## config.mk

```make
export PLATFORM = sky130hd
export DESIGN_NAME = xs3_to_bin_seq
export DESIGN_NICKNAME = d
export VERILOG_FILES = /design/src/rtl/xs3_pkg.sv /design/src/rtl/xs3_digit_dec.sv /design/src/rtl/xs3_to_bin_seq.sv
export SDC_FILE = /design/constraint.sdc
export NUM_CORES = 1
export LEC_CHECK = 0
export CORE_UTILIZATION = 55
export CTS_CLUSTER_DIAMETER = 100
export DETAILED_ROUTE_END_ITERATION = 12
export HOLD_SLACK_MARGIN = 0.06
export PLACE_DENSITY = 0.88
export SLEW_MARGIN = 0
export SYNTH_ARGS = -nofsm -noshare
export SYNTH_HDL_FRONTEND = slang
export SYNTH_SLANG_ARGS = --single-unit
```

## constraint.sdc

```tcl
create_clock -name clk -period 9.15 [get_ports clk]
set_input_delay 1.3725 -clock clk [delete_from_list [all_inputs] [get_ports clk]]
set_output_delay 1.3725 -clock clk [all_outputs]
set_load 0.01 [all_outputs]
```

## src/rtl/xs3_pkg.sv

```systemverilog
`default_nettype none
// +--------------------------------------------------------------------+
// | xs3_pkg : shared constants and state encoding for xs3_to_bin_seq   |
// | Revision: 1.0                                                      |
// +--------------------------------------------------------------------+
package xs3_pkg;

  localparam int NDIG_DEF   = 4;
  localparam int OUT_W_DEF  = 14;

  localparam int XS3_OFFSET = 3;
  localparam int XS3_MIN    = 3;
  localparam int XS3_MAX    = 12;
  localparam int BCD_MAX    = 9;

  typedef enum logic [1:0] {
    IDLE = 2'd0,
    CONV = 2'd1,
    DONE = 2'd2
  } state_t;

endpackage
`default_nettype wire

```

## src/rtl/xs3_digit_dec.sv

```systemverilog
`default_nettype none
// +--------------------------------------------------------------------+
// | xs3_digit_dec : one excess-3 / BCD digit to its value + invalid    |
// | Revision: 1.0                                                      |
// +--------------------------------------------------------------------+
module xs3_digit_dec
  import xs3_pkg::*;
(
  input  logic [3:0] code,
  input  logic       mode,
  output logic [3:0] value,
  output logic       invalid
);

  // Invalid digits contribute zero so the accumulator stays well defined.
  always_comb begin
    value   = 4'd0;
    invalid = 1'b0;
    if (mode) begin
      invalid = (code > 4'(BCD_MAX));
      value   = invalid ? 4'd0 : code;
    end else begin
      invalid = (code < 4'(XS3_MIN)) || (code > 4'(XS3_MAX));
      value   = invalid ? 4'd0 : (code - 4'(XS3_OFFSET));
    end
  end

endmodule
`default_nettype wire

```

## src/rtl/xs3_to_bin_seq.sv

```systemverilog
`default_nettype none
// +--------------------------------------------------------------------+
// | xs3_to_bin_seq : serial MSD-first excess-3/BCD to binary converter |
// | Revision: 1.0                                                      |
// +--------------------------------------------------------------------+
module xs3_to_bin_seq
  import xs3_pkg::*;
#(
  parameter int NDIG  = NDIG_DEF,
  parameter int OUT_W = OUT_W_DEF
) (
  input  logic              clk,
  input  logic              rst,
  input  logic              in_valid,
  output logic              in_ready,
  input  logic [4*NDIG-1:0] code_in,
  input  logic              mode,
  output logic              out_valid,
  input  logic              out_ready,
  output logic [OUT_W-1:0]  bin_out,
  output logic              err,
  output logic              busy
);

  localparam int                CNT_W    = (NDIG > 1) ? $clog2(NDIG) : 1;
  localparam logic [CNT_W-1:0]  LAST_IDX = CNT_W'(NDIG - 1);

  state_t             r_state;
  logic [4*NDIG-1:0]  r_word;
  logic               r_mode;
  logic [CNT_W-1:0]   r_cnt;
  logic [OUT_W-1:0]   r_acc;
  logic               r_err_acc;
  logic               r_in_ready;
  logic               r_out_valid;
  logic               r_busy;
  logic [OUT_W-1:0]   r_bin;
  logic               r_err;

  logic [3:0]         w_val;
  logic               w_inv;
  logic [OUT_W-1:0]   w_next;

  // The captured word shifts left each digit, so the top nibble is always current.
  xs3_digit_dec u_dec (
    .code    (r_word[4*NDIG-1 -: 4]),
    .mode    (r_mode),
    .value   (w_val),
    .invalid (w_inv)
  );

  assign w_next = OUT_W'(r_acc * OUT_W'(10)) + OUT_W'(w_val);

  always_ff @(posedge clk or posedge rst) begin
    if (rst) begin
      r_state     <= IDLE;
      r_word      <= '0;
      r_mode      <= 1'b0;
      r_cnt       <= '0;
      r_acc       <= '0;
      r_err_acc   <= 1'b0;
      r_in_ready  <= 1'b0;
      r_out_valid <= 1'b0;
      r_busy      <= 1'b0;
      r_bin       <= '0;
      r_err       <= 1'b0;
    end else begin
      case (r_state)
        IDLE: begin
          r_in_ready <= 1'b1;
          if (in_valid && r_in_ready) begin
            r_word     <= code_in;
            r_mode     <= mode;
            r_acc      <= '0;
            r_err_acc  <= 1'b0;
            r_cnt      <= LAST_IDX;
            r_in_ready <= 1'b0;
            r_busy     <= 1'b1;
            r_state    <= CONV;
          end
        end
        CONV: begin
          r_acc     <= w_next;
          r_err_acc <= r_err_acc | w_inv;
          r_word    <= r_word << 4;
          r_cnt     <= r_cnt - 1'b1;
          if (r_cnt == '0) begin
            r_bin       <= w_next;
            r_err       <= r_err_acc | w_inv;
            r_out_valid <= 1'b1;
            r_state     <= DONE;
          end
        end
        DONE: begin
          // in_ready returns the cycle after the drain, never alongside it.
          if (out_ready) begin
            r_out_valid <= 1'b0;
            r_busy      <= 1'b0;
            r_in_ready  <= 1'b1;
            r_state     <= IDLE;
          end
        end
        default: begin
          r_out_valid <= 1'b0;
          r_busy      <= 1'b0;
          r_in_ready  <= 1'b0;
          r_state     <= IDLE;
        end
      endcase
    end
  end

  assign in_ready  = r_in_ready;
  assign out_valid = r_out_valid;
  assign bin_out   = r_bin;
  assign err       = r_err;
  assign busy      = r_busy;

endmodule
`default_nettype wire

```

== Word level (Yosys, flattened, before mapping) ==
Cells that the tools add are included.
Operators by class
  add/sub/neg operators: 3
  multipliers: 1
  magnitude comparators: 3
  eq/ne operators: 5
  mux-type cells: 24
  bitwise logic cells: 3
  reduce and logical (&&, ||, !) cells: 12
Operators with widths (count)
  case mux 16 bit (2 select lines): 1
  case mux 14 bit (2 select lines): 1
  2-to-1 mux 16 bit: 1
  adder 14 x 4 -> 14 bit: 1
  multiplier 14 x 3 -> 13 bit (second input constant): 1
  2-to-1 mux 14 bit: 1
  2-to-1 mux 4 bit: 3
  case mux 1 bit (3 select lines): 3
  AND reduction 3 bit: 3
  > comparator 4 bit (second input constant): 2
  2-to-1 mux 2 bit: 4
  AND reduction 2 bit: 4
  2-to-1 mux 1 bit: 7
  != test 2 bit (second input constant): 3
  case mux 2 bit (3 select lines): 1
  zero test 2 bit: 2
  < comparator 4 x 2 -> 1 bit (second input constant): 1
  case mux 2 bit (2 select lines): 1
  subtractor 4 x 2 -> 4 bit (second input constant): 1
  == test 2 x 1 -> 1 bit (second input constant): 1
  == test 2 bit (second input constant): 1
  NOT 1 bit: 2
  case mux 1 bit (2 select lines): 1
  nonzero test 2 bit: 1
  other kinds (4): 4
Storage, ports and cells
  register bits: 54
  input bits: 21
  output and inout bits: 18

== Logic depth before layout (Yosys ltp) ==
Gate-level depths: netlist of the first run.
  depth after elaboration: 6
  depth in mapped cells: 15
  depth with buffers taken out: 15

== By module ==
Synthesis of the first run repeated with hierarchy kept, for this count alone.
Second synthesis, totals
  cells, all modules: 317
  area total of the unflattened synthesis: 3121.7 um^2
Modules (own cells, without submodules)
  xs3_to_bin_seq: times used 1, cells each 292, area an instance 2929.1 um^2, seq. area each 1326.3 um^2
  xs3_digit_dec: times used 1, cells each 25, area an instance 192.7 um^2, seq. area each 0.0 um^2

== Worst setup path before layout of the first run ==
Ideal clock, no wire load.
  path type: flip-flop to flip-flop
  start: register r_word[12]
  end: register r_bin[13] (netlist: bin_out[13])
  setup time: 124 ps
  arrival time: 3540 ps
  setup slack: 5486 ps
  stages on the path, launching flop included: 16
  cell sequence: dfrtp_1 > inv_1 > ha_1 > nor2_1 > nor3_1 > a32o_1 > ha_1 > inv_1 > fa_1 > nor2b_1 > o21ai_0 > nor3_1 > nand3_1 > or4b_4 > mux2_4 > a211o_1
On the way
  word-level cells in the longest chain between the ends: 5
  elaborated cells on any way between the ends: 9
RTL lines
  start: declaration: line xs3_to_bin_seq.sv:29  | logic [4*NDIG-1:0] r_word;
  start signal: assignment: line xs3_to_bin_seq.sv:72  | r_word <= code_in;
  start signal: assignment: line xs3_to_bin_seq.sv:85  | r_word <= r_word << 4;
  < comparator 4 x 2 -> 1 bit or > comparator 4 bit (tied branches): line xs3_digit_dec.sv:23  | invalid = (code < 4'(XS3_MIN)) || (code > 4'(XS3_MAX));
  logical OR 1 bit: line xs3_digit_dec.sv:23
  2-to-1 mux 4 bit: line xs3_digit_dec.sv:24  | value = invalid ? 4'd0 : (code - 4'(XS3_OFFSET));
  2-to-1 mux 4 bit *: line xs3_digit_dec.sv:19  | if (mode) begin
  adder 14 x 4 -> 14 bit *: line xs3_to_bin_seq.sv:52  | assign w_next = OUT_W'(r_acc * OUT_W'(10)) + OUT_W'(w_val);
  end signal: assignment: line xs3_to_bin_seq.sv:88  | r_bin <= w_next;
  end: declaration: line xs3_to_bin_seq.sv:37  | logic [OUT_W-1:0] r_bin;
Mark *: on every way between the ends. The rest lies on a longest branch, timed or not.
A chain may end at the register's enable or synchronous reset.

== Final worst setup path of the first run ==
Ends and elaborated chain as after synthesis.

==> flow_summary.ini, run 1 <==
[floorplan]
die_area_um2 = 5940
core_um2 = 5270
io_pins = 39
dieWidth_um = 77.1
die_height_um = 77.1
start_util_pct = 58.8
placementRows = 26

[clocking]
cts_htree_levels = 2
cts_tree = yes
path_clk_slew_ns = 0.09
cts_sinks = 53
cts_root_buffer = clkbuf_8
cts_resized = 0
cts_setup_buffers = 0
worstSkewPairLatency_ns = 0.30
cts_buffers = 5
clk_path_buf_depth = 2
hold_buffers = 0

[global_route]
grt_pass1_wl_um = 10600
track_usage_pct = 22.6
grt-ovfl-total = 0
grt_max_degree = 54
grt_pass1_vias = 2283
grt_antenna_before_repair = 0

[yosys]
yosys.area_share.simple_pct = 14.1
synthMuxAreaShare_pct = 6.05
yosys_warnings = 0
synth_xor_area_share_pct = 4.24
synth_nets = 378
synth_flop_cell = dfrtp_1
yosysUniqueCellTypes = 46
synthArstFlopShare_pct = 100
synthAdderAreaFrac_pct = 11.8
synth_edf_count = 0
synth_area_per_cell_um2 = 9.42
seq_area_frac_synth_pct = 42.8
synth_compound_area_share_pct = 17.2
synthCells = 329
synth-seq-cells = 53
syn-cell-area_um2 = 3100
synth_top_family_by_area = compound AO/OA/AOI/OAI gates

[sta]
fin_skew_ns = 0.00659
setup_viol = 0
rsz0062_at_grt = false
hold_viol_final = 0
fin_setup_tns_ns = 0
fin_crit_ns = 4.04
fmax_ghz = 0.247
slew_violations = 0
fin_crit_sh_pct = 44.2
holdWs_ns = 0.482
relSlewSlack_pct = 30.2
worst_pin_slew_ns = 1.04

[pwr]
power_mw = 1.38
power_leakage_nw = 1.70
p_per_area_nw_per_um2 = 385
vdd_drop_max_uv = 180

[placement]
post_dp_cell_area_um2 = 3510
portBuffers = 38
gp_congestion = 0.884
dp_hpwl_um = 4590

[drt]
post_drt_wl_per_cell_um = 14.6
drc_errors = 0
vias = 2438
routed_via_density = 5.67
dr.pass1.iters = 4
drt_iter0_drc = 175
drt_wl_total_um = 6260
antenna_left = 0

[setup_path]
end_kind = flip-flop
cp_data_arrival_time_ns = 4.23
rrSetupSlack_ns = 5.11
critical_path_class = reg -> reg
cp.required_ns = 9.34
crit_fanout = 5
cp-start-kind = flip-flop

[outcome]
status = completed

[min_path]
hp-class = reg -> reg

[job]
maxCapViolCount = 0

[cells_and_area]
fin_area_um2 = 3600
antenna_cells = 0
syn_to_final_growth_pct = 16.0
fin_nets = 409
drive_above_1_share_pct = 4.44
mostFrequentLayoutCells = nand2_1 (53), dfrtp_1 (53), o21ai_0 (50)
-- sequential cells by signal, indices dropped and copies added, names as in the netlist --
| signal | cells |
|---|---|
| r_mode | 1 |
| busy | 1 |
| r_acc | 13 |
| r_err_acc | 1 |
| out_valid | 1 |
| err | 1 |
| r_cnt | 2 |
| in_ready | 1 |
| bin_out | 14 |
| r_state | 2 |
| r_word | 16 |
-- worst max-delay path, cell delays in order, from the launching register on --
cell and delay, ns:
dfrtp_1 0.43, ha_1 0.25, nor3_1 0.10, nor3_1 0.48, a32o_1 0.20, ha_1 0.16
inv_1 0.05, fa_1 0.40, nor2b_1 0.11, o21ai_0 0.12, nor3_1 0.32, nand3_1 0.21
or4b_4 0.59, mux2_4 0.31, a211o_1 0.22
-- where the power goes --
group / total, mW / switching (mW) / internal (mW)
Clock: 0.130 / 0.0702 / 0.0602
Combinational: 0.826 / 0.468 / 0.358
Sequential: 0.427 / 0.0873 / 0.340
Total: 1.38 / 0.626 / 0.758
-- synthesized netlist by cell type (2+ instances only) --
cell	n	area (µm²)
a21oi_1	12	60.1
dfrtp_1	53	1330
nand2_1	53	199
mux2_2	2	22.5
xor2_1	8	70.1
fa_1	2	40.0
nand2b_1	3	18.8
nor2_1	14	52.6
mux2i_1	15	150
xnor2_1	7	61.3
inv_1	15	56.3
nor4_1	2	12.5
nor3_1	6	30.0
o21ai_0	50	250
nor2b_1	2	12.5
and2_1	2	12.5
nand3_1	7	35.0
o211ai_1	2	15.0
ha_1	26	325
a22o_1	6	52.6
a211oi_1	2	15.0
clkbuf_1	12	45.0
a21o_1	5	37.5
-- final cells by class --
| class | instances | area (µm²) |
|---|---|---|
| Clock buffer | 7 | 86.3 |
| Fill cell | 414 | 1670 |
| Sequential cell | 53 | 1330 |
| Multi-Input combinational cell | 246 | 1650 |
| Timing Repair Buffer | 39 | 388 |
| Tap cell | 70 | 87.6 |
| Inverter | 15 | 56.3 |
-- metrics by stage --
stage / std cells / setup WS (ns) / utilization [%]
floorplan: 329 / 5.49 / -
global placement: 423 / 5.31 / 66.6
detailed placement: 423 / 5.16 / 66.6
CTS: 430 / 5.14 / 68.3
global route: 430 / 4.84 / 68.3
finish: 430 / 5.11 / 68.3
-- metal layers --
metal / global-route usage, % / vias up / wire (µm)
li1: - / 1216 / -
met1: 30.8 / 1147 / 2900
met2: 37.5 / 66 / 3060
met3: 3.81 / 9 / 244
met4: 5.47 / 0 / 54
met5: 0 / - / 0
-- final timing paths --
kind | startpoint | endpoint | cells after the start
max | r_word[12] | bin_out[13] | 14
min | err | err | 2
max reg2reg | r_word[12] | bin_out[13] | 14
min reg2reg | err | err | 2
max in group asynchronous | rst | bin_out[4] | 2
min in group asynchronous | rst | err | 2
-- cells by family (layout without fill, tap and decap cells) --
| kind of cell | after synthesis | count (layout) |
|---|---|---|
| XOR/XNOR | 15 | 15 |
| AO/OA/AOI/OAI | 88 | 88 |
| buffers and inverters | 30 | 61 |
| flip-flops | 53 | 53 |
| AND/OR/NAND/NOR | 97 | 97 |
| multiplexers | 18 | 18 |
| adder cells (fa/ha/maj) | 28 | 28 |
Power figures use the tool's default switching activity.
==> run 2, diff against run 1 <==
--- a/config.mk
+++ b/config.mk
@@ -5,11 +5,11 @@
 export SDC_FILE = /design/constraint.sdc
 export NUM_CORES = 1
 export LEC_CHECK = 0
-export CORE_UTILIZATION = 55
+export CORE_UTILIZATION = 50
 export CTS_CLUSTER_DIAMETER = 100
 export DETAILED_ROUTE_END_ITERATION = 12
 export HOLD_SLACK_MARGIN = 0.06
-export PLACE_DENSITY = 0.88
+export PLACE_DENSITY = 0.85
 export SLEW_MARGIN = 0
 export SYNTH_ARGS = -nofsm -noshare
 export SYNTH_HDL_FRONTEND = slang
==> constraint.sdc (replaced) <==
create_clock -name clk -period 3.3 [get_ports clk]
set_input_delay 0.495 -clock clk [delete_from_list [all_inputs] [get_ports clk]]
set_output_delay 0.495 -clock clk [all_outputs]
set_load 0.01 [all_outputs]
==> run 2 against run 1 <==
  * Sequential share of layout area fell by 2.1 points
  * Cell count rose by 5.8%
  * Maximum frequency rose by 22%
  * Worst setup slack got worse by 5.1 ns
  * Clock skew rose by 0.0044 ns
  * Critical path type unchanged
  * Register-to-register slack got worse by 5.1 ns
  * Power rose to 3.1 times the previous value
  * Final area rose by 6.1%
  * Critical path depth rose by 1
  * The run now ends with negative setup slack left
  * Clock-buffer cell count fell by 2
==> flow_summary.ini, run 2 (synthesis gave the netlist of run 1 again) <==
[sta]
setup_viol = 1
slew_violations = 0
holdWs_ns = 0.490
hold_viol_final = 0
fin_ws_ns = -0.0228
rsz0062_at_grt = true
relSlewSlack_pct = 36.9
worst_pin_slew_ns = 0.947
fin_setup_tns_ns = -0.0228
fin_skew_ns = 0.0110
fin_crit_ns = 3.32
fmax_ghz = 0.301
fin_crit_sh_pct = 101

[drt]
drt_iter0_drc = 176
vias = 2535
post_drt_wl_per_cell_um = 15.2
drt_wl_total_um = 6920
antenna_left = 0
routed_via_density = 5.57
drc_errors = 0
dr.pass1.iters = 4

[global_route]
grt_pass1_vias = 2490
track_usage_pct = 23.4
grt_pass1_wl_um = 11500
grt-ovfl-total = 0
grt_antenna_before_repair = 0
grt_max_degree = 45

[pwr]
p_sw_share_pct = 45.3
power_mw = 4.24
combinationalPowerShare_pct = 63.1
clock_power_share_pct = 9.0
vdd_drop_max_uv = 709
p_switching_mw = 1.92
p_per_area_nw_per_um2 = 1110
power_leakage_nw = 1.79
seq_power_share_pct = 27.9
p_int_mw = 2.32

[setup_path]
crit_fanout = 4
critical_path_class = reg -> reg
path_delay_family = simple AND/OR/NAND/NOR gates
cp.required_ns = 3.50
crit_path_top_delay_cell = or4b_4
crit_buf_inv = 2
crit_start = r_word[13]
critPathMostFrequentCell = inv_2
end_kind = flip-flop
cp_data_arrival_time_ns = 3.52
crit_path_cell_trace = inv_2, ha_4, nor2_4, nor3_4, a32o_1, ha_2, inv_2, fa_2, nor2b_2, o21ai_2, nor3_2, nand3_1, or4b_4, mux2_4, a211o_1
r2r-start = r_word[13]
cpPeakStageDelay_ns = 0.53
cp-start-kind = flip-flop

[job]
maxCapViolCount = 0

[cells_and_area]
top_register = r_word
mostFrequentLayoutCells = nand2_1 (53), dfrtp_1 (52), o21ai_0 (46)
largest_register_ffs = 16
fin_area_um2 = 3820
syn_to_final_growth_pct = 23.1
fin_util_pct = 64.1
antenna_cells = 0
mostFrequentLayoutCell = nand2_1
drive_above_1_share_pct = 13.9
fin_cells = 455
fin_nets = 428

[floorplan]
io_pins = 39
core_um2 = 5960
die_height_um = 80.7
dieWidth_um = 80.7
placementRows = 28
start_util_pct = 52.1
die_area_um2 = 6520

[placement]
place_ws_ns = -0.0540
post_dp_cell_area_um2 = 3690
dp_hpwl_um = 5160
portBuffers = 38
gp_congestion = 0.852
numPlacedInstances = 444

[outcome]
status = finished with violations
violations = negative setup slack

[min_path]
hp-start = r_word[9]
hp-class = reg -> reg

[clocking]
path_clk_slew_ns = 0.10
cts_sinks = 53
cts_root_buffer = clkbuf_8
cts_tree = yes
cts_htree_levels = 2
clk_path_buf_depth = 2
hold_buffers = 0
cts_buffers = 5
worstSkewPairLatency_ns = 0.32
run 2: area by class of cell:
type / instances / area (µm²)
Clock buffer: 5 / 68.8
Clock inverter: 3 / 21.3
Fill cell: 505 / 2140
Inverter: 15 / 56.3
Multi-Input combinational cell: 246 / 1720
Sequential cell: 53 / 1330
Tap cell: 75 / 93.8
Timing Repair Buffer: 58 / 531
run 2: path summary, 6_finish.rpt:
kind                                to  slack [ns]  depth (start not counted)
max                        bin_out[13]       -0.02                         15
min                          r_word[9]        0.49                          2
max reg2reg                bin_out[13]       -0.02                         15
min reg2reg                  r_word[9]        0.49                          2
max in group asynchronous  bin_out[13]        2.00                          3
min in group asynchronous         busy        0.53                          2
run 2: metal layers:
layer / track usage (%) / part of all wire, %
met1: 32.3 / 46
met2: 37.4 / 48
met5: 0 / 0
met4: 8.75 / 1.9
met3: 3.15 / 4.1
run 2: worst register-to-register path, stage by stage, from the launching register on:
cell and delay [ns]:
dfrtp_1 0.43, inv_2 0.10, ha_4 0.16, nor2_4 0.04
nor3_4 0.19, a32o_1 0.15, ha_2 0.18, inv_2 0.04
fa_2 0.37, nor2b_2 0.13, o21ai_2 0.08, nor3_2 0.13
nand3_1 0.12, or4b_4 0.53, mux2_4 0.31, a211o_1 0.22
run 2: power groups by stage:
stage                     clock, mW  combinational (mW)  sequential [mW]
after floorplan                   0                1.73             1.15
after global placement            0                2.47             1.17
after detailed placement          0                2.58             1.19
after CTS                     0.386                2.65             1.18
after global routing          0.409                2.97             1.22
final                         0.382                2.67             1.18
run 2: what timing repair did:
action                                  CTS  global route
resized for setup                         2             5
setup buffers                             3             0
endpoints found under the setup margin    1             5
gates cloned                              0             0
